**src/rtl/ramasync_bist.sv**
```systemverilog
// March C- self-test engine for a single-port RAM with asynchronous read.
// Drives the RAM port from registered state and checks read data in the same cycle.
module ramasync_bist #(
    parameter int unsigned DW = 32,
    parameter int unsigned AW = 6
) (
    input  logic          clk,
    input  logic          rst,
    input  logic          start,
    output logic          mem_we,
    output logic [AW-1:0] mem_addr,
    output logic [DW-1:0] mem_din,
    input  logic [DW-1:0] mem_dout,
    output logic          busy,
    output logic          done,
    output logic          fail,
    output logic [2:0]    fail_elem,
    output logic [AW-1:0] fail_addr,
    output logic [DW-1:0] fail_data
);
    typedef enum logic [1:0] {S_IDLE, S_RUN, S_DONE} state_t;
    typedef enum logic {PH_READ, PH_WRITE} phase_t;

    localparam logic [AW-1:0] ADDR_LAST = '1;
    localparam logic [AW-1:0] ADDR_ONE  = AW'(1);

    state_t        r_state;
    phase_t        r_phase;
    logic [2:0]    r_elem;
    logic [AW-1:0] r_addr;
    logic          r_fail;
    logic [2:0]    r_fail_elem;
    logic [AW-1:0] r_fail_addr;
    logic [DW-1:0] r_fail_data;

    logic          w_wonly;
    logic          w_ronly;
    logic          w_desc;
    logic          w_is_read;
    logic          w_last_op;
    logic          w_at_end;
    logic          w_mismatch;
    logic [2:0]    w_next_elem;
    logic [DW-1:0] w_pattern;
    logic [DW-1:0] w_expect;

    always_comb begin
        w_wonly     = (r_elem == 3'd0);
        w_ronly     = (r_elem == 3'd5);
        w_desc      = (r_elem == 3'd3) || (r_elem == 3'd4);
        w_is_read   = !w_wonly && (w_ronly || (r_phase == PH_READ));
        w_last_op   = w_wonly || w_ronly || (r_phase == PH_WRITE);
        w_at_end    = w_desc ? (r_addr == '0) : (r_addr == ADDR_LAST);
        w_next_elem = r_elem + 3'd1;
        w_pattern   = ((r_elem == 3'd1) || (r_elem == 3'd3)) ? '1 : '0;
        w_expect    = ((r_elem == 3'd2) || (r_elem == 3'd4)) ? '1 : '0;
        // Case inequality so an X/Z read word is reported as a fault.
        w_mismatch  = w_is_read && (mem_dout !== w_expect);
    end

    assign busy      = (r_state == S_RUN);
    assign done      = (r_state == S_DONE);
    assign mem_we    = busy && !w_is_read;
    assign mem_addr  = busy ? r_addr : '0;
    assign mem_din   = busy ? w_pattern : '0;
    assign fail      = r_fail;
    assign fail_elem = r_fail_elem;
    assign fail_addr = r_fail_addr;
    assign fail_data = r_fail_data;

    always_ff @(posedge clk) begin
        if (rst) begin
            r_state     <= S_IDLE;
            r_phase     <= PH_READ;
            r_elem      <= '0;
            r_addr      <= '0;
            r_fail      <= 1'b0;
            r_fail_elem <= '0;
            r_fail_addr <= '0;
            r_fail_data <= '0;
        end else begin
            case (r_state)
                S_IDLE, S_DONE: begin
                    if (start) begin
                        r_state     <= S_RUN;
                        r_phase     <= PH_READ;
                        r_elem      <= '0;
                        r_addr      <= '0;
                        r_fail      <= 1'b0;
                        r_fail_elem <= '0;
                        r_fail_addr <= '0;
                        r_fail_data <= '0;
                    end
                end
                S_RUN: begin
                    if (w_mismatch) begin
                        r_fail      <= 1'b1;
                        r_fail_elem <= r_elem;
                        r_fail_addr <= r_addr;
                        r_fail_data <= mem_dout;
                        r_state     <= S_DONE;
                    end else if (!w_last_op) begin
                        r_phase <= PH_WRITE;
                    end else begin
                        r_phase <= PH_READ;
                        if (!w_at_end) begin
                            r_addr <= w_desc ? (r_addr - ADDR_ONE) : (r_addr + ADDR_ONE);
                        end else if (w_ronly) begin
                            r_state <= S_DONE;
                        end else begin
                            r_elem <= w_next_elem;
                            r_addr <= ((w_next_elem == 3'd3) || (w_next_elem == 3'd4)) ? ADDR_LAST : '0;
                        end
                    end
                end
                default: r_state <= S_IDLE;
            endcase
        end
    end
endmodule

```
**config.mk**
```make
export PLATFORM = sky130hd
export DESIGN_NAME = ramasync_bist
export DESIGN_NICKNAME = d
export VERILOG_FILES = /design/src/rtl/ramasync_bist.sv
export SDC_FILE = /design/constraint.sdc
export NUM_CORES = 1
export LEC_CHECK = 0
export ABC_CLOCK_PERIOD_IN_PS = 3100
export CAP_MARGIN = 10
export CELL_PAD_IN_SITES_DETAIL_PLACEMENT = 1
export CELL_PAD_IN_SITES_GLOBAL_PLACEMENT = 1
export CORE_MARGIN = 2
export CORE_UTILIZATION = 44
export CTS_CLUSTER_SIZE = 40
export DETAILED_ROUTE_END_ITERATION = 12
export DONT_BUFFER_PORTS = 1
export PLACE_DENSITY_LB_ADDON = 0.1
export SYNTH_ARGS = -nofsm -noshare
export SYNTH_HDL_FRONTEND = slang
export SYNTH_SLANG_ARGS = --single-unit
```
**constraint.sdc**
```tcl
create_clock -name clk -period 3.1 [get_ports clk]
set_input_delay 0.465 -clock clk [delete_from_list [all_inputs] [get_ports clk]]
set_output_delay 0.465 -clock clk [all_outputs]
set_load 0.005 [all_outputs]
```
==> flow_metrics.tcl <==
set metrics [dict create \
    cts_buffers 5 \
    grt_pass1_vias 2564 \
    fillers 795 \
    drv_slew 0 \
    status "complete, but fails checks" \
    dieHeight_um 85.9 \
    ant_nets 0 \
    area_growth_pct -1.70 \
    cts_root_buffer "clkbuf_8" \
    dr.pass1.iters 8 \
    max_freq_mhz 341 \
    crit_path_max_fanout 12 \
    setup_violations 0 \
    start_util_pct 45.9 \
    synth_warnings 0 \
    cts.sinks 54 \
    synth.area.top_cells "dfxtp_1 37%, a21oi_1 9.7%, buf_4 7.9%, nand3_1 7.6%, nand2_1 6.2%" \
    dieArea_um2 7370 \
    dp_hpwl_um 5790 \
    total_power_mw 1.29 \
    skew_ns 0.0100 \
    viasPerCell 6.10 \
    power.leakage_nw 0.899 \
    layout.nets 382 \
    rsz0062_at_grt "no" \
    stdcell_area_um2 2900 \
    fin_crit_sh_pct 94.5 \
    relSlewSlack_pct 49.3 \
    placed_area_um2 2790 \
    io_pins 118 \
    finalCriticalPeriod_ns 2.93 \
    r2r_slack_ns 0.17 \
    cts_hold_buf 0 \
    cts_tree "done" \
    failed_checks "DRC" \
    synth_top_area_cell "dfxtp_1" \
    path_clk_slew_ns 0.10 \
    fin_util_pct 45.1 \
    crit_type "register to register" \
    synth.top_cell.area_share_pct 36.7 \
    ys_ff_latch 54 \
    die_w_um 85.9 \
    io_buffers 0 \
    antenna_found_initial 0 \
    rows 29 \
    fin_setup_tns_ns 0 \
    maxCapViolCount 0 \
    gr-total-overflow 0 \
    required_ns 3.32 \
    netlist_instances 376 \
    diodes 0 \
    seq_area_frac_synth_pct 36.7 \
    cp-start-kind "register" \
    hold_viol 0 \
    finalWirelength_um 8040 \
    ctsHtreeMaxLevel 2 \
    worst_slew_pin_slew_ns 0.761 \
    drt-initial-drc-count 92 \
    vias 2530 \
    ir_drop_v 0.000218 \
    synth.distinct_cells 46 \
    drc 6 \
    end_kind "register" \
    grt_first_pass_wirelength_um 12900 \
    grt_start_max_net_pins 55 \
    hold_class "input port to register" \
    avgSynthCellArea_um2 7.84 \
    gp_congestion 0.769 \
    power.density_nw_per_um2 446 \
    drive_above_1_share_pct 7.99 \
    syn-cell-area_um2 2950 \
    track_usage_pct 22.3 \
    clk_latency_ns 0.31 \
    core_um2 6420 \
    cts_buffer_depth 2 \
    cp.arrival_ns 3.15 \
    syn-num-nets 421 \
    wire_per_inst_um 19.4 \
]
worst max-delay path, stage by stage, from the launching register on:
cell and delay (ns):
dfxtp_1 0.41, inv_1 0.08, ha_1 0.23, mux2_4 0.34, ha_1 0.35, and2_1 0.18
a311o_1 0.31, a21oi_1 0.18, xnor2_1 0.11, a311o_1 0.36, a221oi_1 0.28
placed cells by master, fill, tap and decap left out, types with 8 or more instances in the layout:
master	n
o21ai_0	8
buf_4	9
nand4_1	12
nand2_1	49
inv_1	9
ha_1	9
nor4_1	10
a21oi_1	57
nand3_1	45
dfxtp_1	53
layer usage:
layer | global-route usage, % | wire length, um
met5 | 0 | 0
met1 | 26.9 | 3440
met4 | 8.08 | 105
met3 | 7.41 | 577
met2 | 36.9 | 3920
cell type report:
cell class              instances  area (um2)  area share (%)
flip-flops and latches         54        1080            37.3
inverters                       9        33.8            1.17
clock inverters                 2        37.5            1.29
multi-input cells             258        1510            52.1
well taps                      77        96.3            3.32
repair buffers                  9        67.6            2.33
clock buffers                   6        72.6            2.50
through the flow:
step,setup WS [ns],hold WS [ns],cells
after floorplan,0.383,0.453,376
after global routing,0.0447,0.198,415
after detailed placement,0.150,0.463,407
after CTS,0.140,0.206,415
after global placement,0.266,0.457,407
final,0.170,0.216,415
report_power, final:
group          total (mW)  internal, mW  switching, mW  leakage [nW]
clock               0.480         0.241          0.239        0.0514
combinational       0.103        0.0306         0.0728         0.412
sequential          0.709         0.701        0.00790         0.436
logic make-up after synthesis:
logic type / Yosys count / share of synthesized area (%)
xor+xnor: 3 / 0.891
flops: 54 / 36.7
fa+ha+maj: 10 / 4.50
simple gates: 156 / 27.1
buf+inv: 64 / 12.5
compound gates: 86 / 17.1
mux: 3 / 1.23
worst paths after layout:
check             from   endpoint  cells past startpoint
max          r_elem[1]  r_addr[5]                     10
min                rst  r_addr[1]                      1
max reg2reg  r_elem[1]  r_addr[5]                     10
min reg2reg       fail       fail                      2
synth_stat cells (all sizes together):
cell type / instances
nor2b: 2
o21ai: 9
fa: 1
o22ai: 1
and4: 1
xor2: 2
or4b: 1
nor3: 5
dfxtp: 54
nand3b: 1
or2: 1
nor4: 10
a211oi: 3
a311o: 2
nand2b: 4
nand3: 46
a21oi: 57
o21a: 2
a21o: 1
mux2i: 1
nand4: 12
nand2: 49
ha: 9
o211ai: 7
buf: 37
and2b: 1
o31a: 1
o31ai: 2
clkbuf: 18
and2: 5
inv: 9
and3: 2
a221oi: 1
or3: 8
nor2: 8
mux2: 2
xnor2: 1
state kept, by name, summed over array words and instances, names as in the netlist:
register,cells
r_state,2
fail_data,32
fail_addr,6
r_elem,3
fail,1
fail_elem,3
r_addr,6
r_phase,1
repair_timing:
item,CTS,global route
buffers inserted,0,0
resized for setup,0,1
setup endpoints to repair,0,1
No activity file was read; power rests on OpenSTA's default activity.
